<file path="config.mk">
export PLATFORM = sky130hd
export DESIGN_NAME = rpn_stack_engine
export DESIGN_NICKNAME = d
export VERILOG_FILES = /design/src/rtl/rpn_pkg.sv /design/src/rtl/rpn_stack_engine_ram.sv /design/src/rtl/rpn_stack_engine.sv
export SDC_FILE = /design/constraint.sdc
export NUM_CORES = 1
export LEC_CHECK = 0
export ABC_AREA = 1
export ABC_CLOCK_PERIOD_IN_PS = 13400
export CAP_MARGIN = 20
export CELL_PAD_IN_SITES_DETAIL_PLACEMENT = 0
export CELL_PAD_IN_SITES_GLOBAL_PLACEMENT = 1
export CORE_ASPECT_RATIO = 2
export CORE_UTILIZATION = 52
export CTS_BUF_LIST = sky130_fd_sc_hd__clkbuf_16
export CTS_CLUSTER_SIZE = 20
export DETAILED_ROUTE_END_ITERATION = 8
export PLACE_DENSITY = 0.85
export SKIP_LAST_GASP = 1
export SLEW_MARGIN = 0
export SYNTH_ARGS = -nofsm -noshare
export SYNTH_HDL_FRONTEND = slang
export SYNTH_SLANG_ARGS = --single-unit
export TNS_END_PERCENT = 5
</file>
<file path="constraint.sdc">
create_clock -name CLOCK_50 -period 13.4 [get_ports CLOCK_50]
set_input_delay 4.02 -clock CLOCK_50 [delete_from_list [all_inputs] [get_ports CLOCK_50]]
set_output_delay 4.02 -clock CLOCK_50 [all_outputs]
set_load 0.02 [all_outputs]
</file>
<file path="src/rtl/rpn_pkg.sv">
// Shared definitions for the RPN stack engine:
// opcode encodings and FSM state type.
package rpn_pkg;

  localparam logic [2:0] OP_PUSH  = 3'd0;
  localparam logic [2:0] OP_POP   = 3'd1;
  localparam logic [2:0] OP_ADD   = 3'd2;
  localparam logic [2:0] OP_SUB   = 3'd3;
  localparam logic [2:0] OP_MUL   = 3'd4;
  localparam logic [2:0] OP_DUP   = 3'd5;
  localparam logic [2:0] OP_SWAP  = 3'd6;
  localparam logic [2:0] OP_CLEAR = 3'd7;

  typedef enum logic {
    S_IDLE = 1'b0,
    S_EXEC = 1'b1
  } state_e;

endpackage

</file>
<file path="src/rtl/rpn_stack_engine_ram.sv">
// Stack storage below TOS: sync write, registered
// read (1-cycle latency). Ports: clk, we/waddr/wdata,
// re/raddr, rdata. No reset on the array.
module rpn_stack_engine_ram #(
  parameter int WIDTH = 8,
  parameter int DEPTH = 16,
  localparam int AW = $clog2(DEPTH)
) (
  input  logic             clk,
  input  logic             we,
  input  logic [AW-1:0]    waddr,
  input  logic [WIDTH-1:0] wdata,
  input  logic             re,
  input  logic [AW-1:0]    raddr,
  output logic [WIDTH-1:0] rdata
);

  logic [WIDTH-1:0] mem_q [DEPTH];
  logic [WIDTH-1:0] rdata_q;

  always_ff @(posedge clk) begin
    if (we) begin
      mem_q[waddr] <= wdata;
    end
    if (re) begin
      rdata_q <= mem_q[raddr];
    end
  end

  assign rdata = rdata_q;

endmodule

</file>
<file path="src/rtl/rpn_stack_engine.sv">
// RPN stack/ALU engine: TOS in a register, the rest in
// stack RAM. Ports: CLOCK_50, RESET_N, cmd_* handshake,
// tos/depth/empty/full status, done pulse, error flags.
module rpn_stack_engine
  import rpn_pkg::*;
#(
  parameter int WIDTH = 8,
  parameter int DEPTH = 16,
  localparam int CW = $clog2(DEPTH + 1)
) (
  input  logic             CLOCK_50,
  input  logic             RESET_N,
  input  logic             cmd_valid,
  output logic             cmd_ready,
  input  logic [2:0]       cmd_op,
  input  logic [WIDTH-1:0] cmd_data,
  output logic [WIDTH-1:0] tos,
  output logic [CW-1:0]    depth,
  output logic             empty,
  output logic             full,
  output logic             done,
  output logic             err_overflow,
  output logic             err_underflow,
  output logic             arith_ovf
);

  localparam int AW = $clog2(DEPTH);
  localparam logic [CW-1:0] ZERO = '0;
  localparam logic [CW-1:0] ONE = CW'(1);
  localparam logic [CW-1:0] TWO = CW'(2);
  localparam logic [CW-1:0] DEP_C = CW'(DEPTH);

  state_e           state_q, state_d;
  logic [2:0]       op_q, op_d;
  logic [WIDTH-1:0] tos_q, tos_d;
  logic [CW-1:0]    depth_q, depth_d;
  logic             done_q, done_d;
  logic             eo_q, eo_d;
  logic             eu_q, eu_d;
  logic             ao_q, ao_d;

  logic             we, re;
  logic [AW-1:0]    waddr, raddr;
  logic [WIDTH-1:0] wdata, nos;
  logic [CW-1:0]    dm1, dm2;
  logic             is_full, is_empty;

  logic [WIDTH:0]     sum;
  logic [2*WIDTH-1:0] prod;

  rpn_stack_engine_ram #(
    .WIDTH(WIDTH),
    .DEPTH(DEPTH)
  ) u_ram (
    .clk   (CLOCK_50),
    .we    (we),
    .waddr (waddr),
    .wdata (wdata),
    .re    (re),
    .raddr (raddr),
    .rdata (nos)
  );

  assign dm1 = depth_q - ONE;
  assign dm2 = depth_q - TWO;
  assign is_full = (depth_q == DEP_C);
  assign is_empty = (depth_q == ZERO);

  assign sum = {1'b0, nos} + {1'b0, tos_q};
  assign prod = {{WIDTH{1'b0}}, nos}
              * {{WIDTH{1'b0}}, tos_q};

  always_comb begin
    state_d = state_q;
    op_d = op_q;
    tos_d = tos_q;
    depth_d = depth_q;
    done_d = 1'b0;
    eo_d = eo_q;
    eu_d = eu_q;
    ao_d = ao_q;
    we = 1'b0;
    waddr = dm1[AW-1:0];
    wdata = tos_q;
    re = 1'b0;
    raddr = dm2[AW-1:0];
    unique case (state_q)
      S_IDLE: begin
        if (cmd_valid) begin
          done_d = 1'b1;
          unique case (cmd_op)
            OP_PUSH: begin
              if (is_full) begin
                eo_d = 1'b1;
              end else begin
                we = !is_empty;
                tos_d = cmd_data;
                depth_d = depth_q + ONE;
              end
            end
            OP_DUP: begin
              if (is_empty) begin
                eu_d = 1'b1;
              end else if (is_full) begin
                eo_d = 1'b1;
              end else begin
                we = 1'b1;
                depth_d = depth_q + ONE;
              end
            end
            OP_CLEAR: begin
              tos_d = '0;
              depth_d = ZERO;
              eo_d = 1'b0;
              eu_d = 1'b0;
              ao_d = 1'b0;
            end
            OP_POP: begin
              if (is_empty) begin
                eu_d = 1'b1;
              end else if (depth_q == ONE) begin
                tos_d = '0;
                depth_d = ZERO;
              end else begin
                // NOS needed: fetch it, finish in EXEC
                re = 1'b1;
                op_d = cmd_op;
                state_d = S_EXEC;
                done_d = 1'b0;
              end
            end
            default: begin
              // ADD, SUB, MUL, SWAP need two operands
              if (depth_q < TWO) begin
                eu_d = 1'b1;
              end else begin
                re = 1'b1;
                op_d = cmd_op;
                state_d = S_EXEC;
                done_d = 1'b0;
              end
            end
          endcase
        end
      end
      S_EXEC: begin
        done_d = 1'b1;
        state_d = S_IDLE;
        depth_d = dm1;
        unique case (op_q)
          OP_ADD: begin
            tos_d = sum[WIDTH-1:0];
            ao_d = sum[WIDTH];
          end
          OP_SUB: begin
            tos_d = nos - tos_q;
            ao_d = (nos < tos_q);
          end
          OP_MUL: begin
            tos_d = prod[WIDTH-1:0];
            ao_d = |prod[2*WIDTH-1:WIDTH];
          end
          OP_SWAP: begin
            we = 1'b1;
            waddr = dm2[AW-1:0];
            tos_d = nos;
            depth_d = depth_q;
          end
          default: begin
            tos_d = nos;
          end
        endcase
      end
      default: begin
        state_d = S_IDLE;
      end
    endcase
  end

  always_ff @(posedge CLOCK_50) begin
    if (!RESET_N) begin
      state_q <= S_IDLE;
      op_q <= OP_PUSH;
      tos_q <= '0;
      depth_q <= ZERO;
      done_q <= 1'b0;
      eo_q <= 1'b0;
      eu_q <= 1'b0;
      ao_q <= 1'b0;
    end else begin
      state_q <= state_d;
      op_q <= op_d;
      tos_q <= tos_d;
      depth_q <= depth_d;
      done_q <= done_d;
      eo_q <= eo_d;
      eu_q <= eu_d;
      ao_q <= ao_d;
    end
  end

  assign cmd_ready = (state_q == S_IDLE);
  assign tos = tos_q;
  assign depth = depth_q;
  assign empty = is_empty;
  assign full = is_full;
  assign done = done_q;
  assign err_overflow = eo_q;
  assign err_underflow = eu_q;
  assign arith_ovf = ao_q;

endmodule

</file>
### After elaboration in Yosys (flattened, before gate mapping)

Memories as Yosys holds them, arrays and structs flattened. A register that Yosys moved wholly into a read port is not among the register bits.
Index checks and enable logic that the tools add are counted.

| storage, ports and cells | value |
|---|---|
| bits in latches | 0 |
| memories kept | 1 |
| RAM bits | 128 |
| output and inout bits | 20 |
| memory bits (read-only) | 0 |
| register bits | 21 |
| logic and storage cells | 111 |

Memory list:

| name | depth | width | rd ports | clocked after memory_dff | wr ports | RTL line | text |
|---|---|---|---|---|---|---|---|
| u_ram.mem_q | 16 | 8 | 1 | 1 | 1 | rpn_stack_engine_ram.sv:18 | `logic [WIDTH-1:0] mem_q [DEPTH];` |

| operators by class | value |
|---|---|
| reduce and logical (&&, ||, !) cells | 14 |
| bitwise gates (word level) | 3 |
| eq/ne operators | 24 |
| magnitude comparators | 2 |
| divide/modulo/power cells | 0 |
| multipliers | 1 |
| shift operators | 0 |
| muxes and demuxes | 53 |
| add/sub/neg operators | 5 |

Operators by type and width:

| kind | count |
|---|---|
| $pmux W8 S3 | 2 |
| $mux W8 | 4 |
| $mux W5 | 6 |
| $mux W1 | 22 |
| $pmux W5 S4 | 1 |
| $mul A8 B8 Y16 | 1 |
| $pmux W8 S2 | 1 |
| $pmux W1 S2 | 7 |
| $eq A3 B3 Y1 const B | 4 |
| $ne A3 B3 Y1 const B | 4 |
| $reduce_and A6 Y1 | 2 |
| $ne A2 B2 Y1 const B | 5 |
| $pmux W5 S2 | 1 |
| $reduce_and A5 Y1 | 2 |
| $add A8 B8 Y9 | 1 |
| $mux W3 | 3 |
| $pmux W1 S3 | 3 |
| $lt A8 B8 Y1 | 1 |
| $mux W4 | 2 |
| $ne A4 B1 Y1 const B | 2 |
| $reduce_or A8 Y1 | 1 |
| $sub A8 B8 Y8 | 1 |
| $eq A3 B2 Y1 const B | 2 |
| $ne A2 B1 Y1 const B | 3 |
| other kinds (18) | 21 |

### Depth between registers and ports, before layout

Gate-level depths: netlist of the first run.

| logic depth | value |
|---|---|
| word-level depth | 8 |
| depth in mapped cells | 26 |
| gate-level depth less buffers | 25 |

### By module

Synthesis of the first run repeated with hierarchy kept, for this count alone.

| second synthesis, totals | value |
|---|---|
| cells, all modules | 1271 |
| area, all modules | 10463.8 µm² |

Modules (own cells, without submodules):

| module | seq. area each (µm²) | instances | area each (µm²) | cells each |
|---|---|---|---|---|
| rpn_stack_engine_ram | 4083.9 | 1 | 5846.9 | 551 |
| rpn_stack_engine | 420.4 | 1 | 4616.9 | 720 |

### Worst setup path before layout of the first run

Ideal clock, no wire load.

| path | value |
|---|---|
| path kind | register -> output |
| start | reg depth_q[0] (netlist: depth[0]) |
| end | out full |
| arrival time | 1.565 ns |
| setup slack | 7.815 ns |
| data required time | 9.380 ns |
| stages on the path, launching flop included | 7 |
| cell sequence | dfxtp_1 inv_1 buf_2 buf_1 ha_1 nand2_2 nor2_2 |

| on the way | value |
|---|---|
| word-level cells in the longest chain between the ends | 1 |

RTL lines:

| item | RTL line | text |
|---|---|---|
| start, declared | rpn_stack_engine.sv:36 | `logic [CW-1:0] depth_q, depth_d;` |
| start signal, assigned | rpn_stack_engine.sv:194 | `depth_q <= depth_d;` |
| $eq A5 B5 Y1 | rpn_stack_engine.sv:66 | `assign is_full = (depth_q == DEP_C);` |
| end, declared | rpn_stack_engine.sv:20 | `output logic full,` |

No other way between the ends.

### Final worst setup path of the first run

| path | value |
|---|---|
| start | in cmd_op[2] |
| end | mem u_ram.mem_q[1][7], enable pin |

| on the way | value |
|---|---|
| word-level cells in the longest chain between the ends | 6 |
| elaborated cells between the ends (all ways) | 7 |

RTL lines:

| item | RTL line | text |
|---|---|---|
| start, declared | rpn_stack_engine.sv:15 | `input logic [2:0] cmd_op,` |
| $eq A3 B3 Y1 / $logic_not A3 Y1 (equally long branches) | rpn_stack_engine.sv:91 | `unique case (cmd_op)` |
| $pmux W1 S2 (*) | rpn_stack_engine.sv:91 |  |
| $mux W1 (*) | rpn_stack_engine.sv:89 | `if (cmd_valid) begin` |
| $pmux W1 S2 (*) | rpn_stack_engine.sv:87 | `unique case (state_q)` |
| $mux W1 (*) | rpn_stack_engine_ram.sv:22 | `if (we) begin` |
| $mux W1 (implied by the code) (*) | rpn_stack_engine_ram.sv:23 | `mem_q[waddr] <= wdata;` |
| end, declared | rpn_stack_engine_ram.sv:18 |  |

Mark *: on every way between the ends. The rest lies on a longest branch, timed or not.

==> results by group, run 1 <==
Global route
  – First-pass GRT wire length: 42800 um
  – GR Util met3: 0.0280
  – GR Layer Usage met2: 0.592
  – Pin count of the biggest net entering global routing: 71
  – Total track usage: 0.300
  – Busiest grt layer: met2
  – Vias in the first global route: 7975
  – Total gr overflow: 0
  – Initial antenna violation count: 0
  – GR Layer Usage met1: 0.286

Logic synthesis
  – Sequential cell area fraction in the yosys report: 0.459
  – Synth warn: 0
  – Synth area leaders: edfxtp_1 (42%), fa_1 (7.7%), nand2_1 (7.5%), ha_1 (7.5%), inv_1 (6.3%)
  – Synth area leader: edfxtp_1
  – Mean Syn Cell Area: 8.99 sq um
  – Most used DFF post-synth: edfxtp_1
  – Syn nets: 1203
  – Cell variety after synth: 42
  – Yosys top cell area share: 0.416
  – Mapped cell area: 9820 sq um
  – Async SR Flop Fraction: 0
  – Synth cell count leaders: nand2_1 (197), inv_1 (166), edfxtp_1 (136), nor2_1 (124), o21ai_0 (90)
  – EDFF count, synth: 136
  – Number of synthesized register bits: 157
  – Most common cell in the netlist: nand2_1
  – Synth Instances: 1092

STA
  – Hold WS: 0.450 ns
  – Hold Vio Cnt, Final: 0
  – Final min period: 6.10 ns
  – Slew @ Worst Pin: 0.704 ns
  – Slew HR: 0.529
  – Crit share post-route: 0.455
  – Setup Skew: 0.0120 ns
  – TNS Setup: 0 ns
  – Max-slew violation count: 0
  – Final WS setup: 7.30 ns
  – Setup violators final: 0
  – Max Freq: 164 MHz
  – RSZ-0062 raised after global routing: no

Clocking
  – Clock net sink count: 157
  – Post_cts resized: 0
  – Clock Tree Buf Depth: 3
  – H-Tree Depth: 4
  – Clock-pin slew on the worst setup and hold paths: 0.05 ns
  – Post-CTS setup buffer count: 0
  – TritonCTS clock tree: built
  – Clock Latency Late Sink: 0.46 ns
  – CTS Buf Count: 25
  – Root Driver: clkbuf_16
  – Number of hold buffers added after CTS: 0

Layout
  – Filler cells: 1621
  – Area Overhead vs Synth: 12.3%
  – ANT cells: 0
  – Layout cell share with drive strength beyond 1: 0.0639
  – Final net count: 1231

Place
  – I/O Buffers: 33
  – RePlAce Congestion: 0.983
  – Pre-CTS setup slack: 6.84 ns
  – DP HPWL: 20200 um

Worst setup path
  – Largest stage delay, worst path: 0.63 ns
  – Critical path origin: cmd_op[2]
  – CP max-delay cell: nor2_1
  – Reg2reg start: tos[4]
  – CP Cell Sequence: clkdlybuf4s50_1, inv_1, nand3_1, inv_1, o211ai_1, nand2_1, nand3_1, nor2_1
  – Worst Setup End Kind: flip-flop
  – Req. time, crit path: 13.48 ns
  – Crit path max fanout: 8
  – Setup CP Type: in2reg
  – Crit start category: primary input
  – Arr. time, crit path: 6.18 ns

Route
  – DRC Markers: 0
  – DRT Pass-1 Iters: 5
  – Routed wire length: 27800 um
  – Wirelength per Cell: 20.7 um
  – Starting DRT DRC Count: 457
  – Via count: 7723
  – Vias/cell: 5.75
  – Final ANT Viol Nets: 0

Hold path
  – Min-delay src: err_underflow
  – Type of the tightest min-delay check: reg2reg

Flow run
  – Maximum capacitance violations: 0

Power and ir drop
  – Leak: 4.84 nW
  – Pwr Density: 143 nW/um^2
  – Peak VDD IR: 0.0000797 V

Status
  – Outcome: completed

Floorplan
  – Core ar.: 18400 sq um
  – Die X: 99.2 um
  – Row count: 70
  – Chip Height: 196 um
  – Initial Utilization: 0.534
  – Area of the die: 19500 sq um
  – Boundary pin count: 34
[where the power goes]
part           leakage, nW  total [mW]  switching, mW  internal [mW]
logic                 3.04       0.453          0.307          0.146
clock network        0.348       0.546          0.194          0.352
registers             1.45       0.581         0.0253          0.556
[per-stage QoR]
stage / std cells / utilization / instance area (sq um) / total power, mW
finish: 1342 / 0.600 / 11000 / 1.58
global route: 1342 / 0.600 / 11000 / 1.66
CTS: 1342 / 0.600 / 11000 / 1.58
detailed placement: 1309 / 0.562 / 10300 / 1.04
global placement: 1309 / 0.562 / 10300 / 1.04
floorplan: 1092 / - / 9820 / 0.887
[per-layer routing]
layer / up-vias / share of wire
li1: 3684 / -
met3: 101 / 0.037
met5: - / 0
met4: 0 / 0.067
met1: 3696 / 0.33
met2: 242 / 0.56
[cells in the final DEF (no fill, tap or decap), drive strengths merged, types with 2 or more instances in the layout]
master,count
nand2,202
inv,176
edfxtp,136
nor2,131
o21ai,107
ha,59
nand3,50
a21oi,43
fa,38
clkdlybuf4s50,33
clkbuf,25
dfxtp,21
o22ai,19
o221ai,16
buf,12
nand4,11
nor3,7
xor2,6
clkinv,5
o211ai,4
a31oi,4
nand3b,4
xnor2,3
o2111ai,3
a211oi,3
o21bai,2
[registers in the layout, indices dropped and copies added (netlist names)]
signal         count
arith_ovf          1
depth              5
done               1
err_overflow       1
err_underflow      1
op_q               3
state_q            1
tos                8
u_ram.mem_q      128
u_ram.rdata        8
[area by class of cell]
| type | instances | area, sq um | area share |
|---|---|---|---|
| sequential | 157 | 4510 | 0.408 |
| multi-input combinational | 716 | 4480 | 0.406 |
| clock inverter | 8 | 70.1 | 0.00635 |
| timing repair buffer | 45 | 420 | 0.0381 |
| tap | 216 | 270 | 0.0245 |
| clock buffer | 25 | 626 | 0.0567 |
| inverter | 175 | 659 | 0.0598 |
[cells by family (layout without fill, tap and decap cells)]
logic type / count (synthesis) / after routing / share of synthesized area
DFF: 157 / 157 / 0.459
xor gates and xnor gates: 9 / 9 / 0.00803
adders and majority gates: 97 / 97 / 0.153
AOI/OAI and AO/OA: 204 / 204 / 0.119
buffers and inverters: 219 / 253 / 0.0854
and+or+nand+nor: 406 / 406 / 0.177
[path summary, 6_finish.rpt]
kind	endpoint	slack [ns]	cells past startpoint
worst max register to register	arith_ovf	8.30	22
worst max-delay path	u_ram.mem_q[1][7]	7.30	8
worst min register to register	err_underflow	0.45	2
worst min-delay path	err_underflow	0.45	2
[critical path: cells and delay by family]
kind,cells,cell delay [ns]
AND/OR/NAND/NOR,4,1.23
AO/OA/AOI/OAI,1,0.12
buffers and inverters,3,0.80
No activity file was read; power rests on OpenSTA's default activity.
==> run 2, diff against run 1 <==
Settings changed: ABC_CLOCK_PERIOD_IN_PS 13400 to 5100, CORE_UTILIZATION 52 to 44, PLACE_DENSITY 0.85 to 0.77.
Clock period 13.4 ns to 5.1 ns, I/O delays scaled along.
==> run 2 against run 1 <==
Compared with the run above: final cell count increased by 6.0%; clock skew is 0.0032 ns lower; largest power group unchanged; first-iteration DRC count down 8.8%; worst hold slack gained 0.020 ns; die area grew 18%; non-clock buffer count is 21 higher; critical path type is now reg2reg; critical path depth is 11 higher.
==> results by group, run 2 (synthesized netlist as in run 1, its figures left out) <==
Status
  – Outcome: completed

Layout
  – Most frequent cells in the layout: nand2_1 (197), inv_1 (171), edfxtp_1 (136), nor2_1 (124), o21ai_0 (90)
  – Filler cells: 2104 (+30%)
  – Commonest non-fill, non-tap cell in the layout: nand2_1
  – Largest register FFs: 128 (unchanged)
  – Final net count: 1244 (+1.1%)
  – Fin util: 0.505 (-0.0949)
  – Area Overhead vs Synth: 12.9%
  – Layout cell share with drive strength beyond 1: 0.0724 (+0.00848)
  – Final Cell Area: 11100 sq um (+0.53%)
  – Largest Register: u_ram.mem_q
  – ANT cells: 0 (unchanged)
  – Sequential cell area: 4510 sq um (unchanged)
  – Multi-input gate area: 4480 sq um (unchanged)

Power and ir drop
  – Pint: 2.50 mW (+140%)
  – Sw Share: 0.348 (+0.0146)
  – Leak: 4.87 nW (+0.68%)
  – Sequential share of power: 0.398 (+0.030)
  – Comb power frac: 0.309 (+0.022)
  – Pwr Density: 346 nW/um^2 (+140%)
  – Power share of the clock group: 0.293 (-0.053)
  – Sw power: 1.34 mW (+150%)
  – Peak VDD IR: 0.000319 V (+300%)

STA
  – TNS Setup: 0 ns (unchanged)
  – Max Freq: 213 MHz
  – Setup violators final: 0 (unchanged)
  – Crit share post-route: 0.920
  – Hold Vio Cnt, Final: 0 (unchanged)
  – Final min period: 4.69 ns
  – RSZ-0062 raised after global routing: no
  – Setup Skew: 0.00877 ns (-0.00320 ns)
  – Slew HR: 0.375 (-0.153)
  – Max-slew violation count: 0 (unchanged)
  – Slew @ Worst Pin: 0.933 ns (+0.229 ns)

Clocking
  – Clock Tree Buf Depth: 2 (-1)
  – Clock net sink count: 157 (unchanged)
  – Post_cts resized: 0 (unchanged)
  – CTS Buf Count: 17 (-32%)
  – TritonCTS clock tree: built
  – Clock Latency Late Sink: 0.43 ns (-0.03 ns)
  – Post-CTS setup buffer count: 0 (unchanged)
  – Clock-pin slew on the worst setup and hold paths: 0.06 ns (about the same)
  – Number of hold buffers added after CTS: 0 (unchanged)
  – Root Driver: clkbuf_16
  – H-Tree Depth: 4 (unchanged)

Worst setup path
  – Buf/Inv on CP: 2 (-1)
  – Largest stage delay, worst path: 0.62 ns (about the same)
  – Worst Setup End Kind: flip-flop
  – CP Cell Sequence: ha_1, fa_1, inv_1, fa_1, fa_1, fa_1, inv_1, ha_1, nand2_1, nor2_1, nand3_1, nand4_1, nand2_1, nor2_1, nand3_1, nand2_1, nand2_1, nand2_1, a21oi_1
  – Reg2reg setup slack: 0.41 ns (-7.89 ns)
  – Req. time, crit path: 5.40 ns (-8.08 ns)
  – CP dominant cell by count: nand2_1
  – Crit path max fanout: 10 (+2)
  – Crit start category: flip-flop
  – Crit-path leading delay family: adder cells
  – Arr. time, crit path: 5.00 ns (-1.18 ns)
  – Setup CP Type: reg2reg
  – CP max-delay cell: edfxtp_1

Route
  – Vias/cell: 5.41 (-6.0%)
  – DRT Pass-1 Iters: 5 (unchanged)
  – Via count: 7693 (-0.39%)
  – Starting DRT DRC Count: 417 (-8.8%)
  – Wirelength per Cell: 19.7 um (-4.8%)
  – Routed wire length: 28000 um (+0.90%)
  – DRC Markers: 0 (unchanged)
  – Final ANT Viol Nets: 0 (unchanged)

Global route
  – Initial antenna violation count: 0 (unchanged)
  – GR Util met3: 0.0339 (+0.00587)
  – Total track usage: 0.259 (-0.0406)
  – Busiest grt layer: met2
  – Vias in the first global route: 7808 (-2.1%)
  – Total gr overflow: 0 (unchanged)
  – GR Layer Usage met1: 0.246 (-0.0409)
  – GR Layer Usage met2: 0.513 (-0.0783)
  – First-pass GRT wire length: 43000 um (+0.42%)
  – Pin count of the biggest net entering global routing: 70 (-1.4%)

Place
  – RePlAce Congestion: 0.888 (-9.7%)
  – I/O Buffers: 33 (unchanged)
  – Placed Area: 10600 sq um (+2.3%)
  – DP HPWL: 21200 um (+4.7%)

Floorplan
  – Area of the die: 23000 sq um (+18%)
  – Boundary pin count: 34 (unchanged)
  – Chip Height: 213 um (+8.6%)
  – Initial Utilization: 0.447 (-0.0869)
  – Core ar.: 22000 sq um (+19%)
  – Row count: 77 (+10%)
  – Die X: 108 um (+8.5%)

Flow run
  – Maximum capacitance violations: 0 (unchanged)

Hold path
  – Type of the tightest min-delay check: reg2reg
## run 2: power groups by stage
stage / Combinational, mW / Clock (mW) / Sequential [mW]
4_1_cts: 1.19 / 1.14 / 1.53
2_1_floorplan: 0.789 / 0 / 1.54
3_3_place_gp: 1.18 / 0 / 1.55
5_1_grt: 1.33 / 1.18 / 1.53
3_5_place_dp: 1.18 / 0 / 1.55
6_report: 1.19 / 1.13 / 1.53
## run 2: cell type report
cell class                 instances  share of cell area
sequential                       157               0.406
multi-input combinational        716               0.404
inverter                         175              0.0595
timing repair buffer              66              0.0521
clock buffer                      17              0.0384
tap                              276              0.0311
clock inverter                    15             0.00869
## run 2: per-layer routing
| metal | part of all wire | up-vias |
|---|---|---|
| met5 | 0 | - |
| li1 | - | 3714 |
| met1 | 0.34 | 3757 |
| met2 | 0.59 | 150 |
| met4 | 0.046 | 0 |
| met3 | 0.026 | 72 |
## run 2: per-stage QoR
step / instances / hold slack, ns / power, mW / worst slack [ns]
2_1_floorplan: 1092 / 0.507 / 2.33 / 0.553
3_3_place_gp: 1390 / 0.454 / 2.73 / 0.467
4_1_cts: 1422 / 0.476 / 3.86 / 0.412
6_report: 1422 / 0.471 / 3.84 / 0.406
5_1_grt: 1422 / 0.491 / 4.04 / 0.145
3_5_place_dp: 1390 / 0.467 / 2.73 / 0.450
## run 2: tightest hold or removal path: stages (launching register included)
cell     delay, ns
dfxtp_1       0.32
inv_1         0.05
a21oi_1       0.06
## run 2: path summary, 6_finish.rpt
check,from,end,cells after the start
worst max-delay path,u_ram.rdata[4],arith_ovf,19
worst min-delay path,err_underflow,err_underflow,2
worst max register to register,u_ram.rdata[4],arith_ovf,19
worst min register to register,err_underflow,err_underflow,2
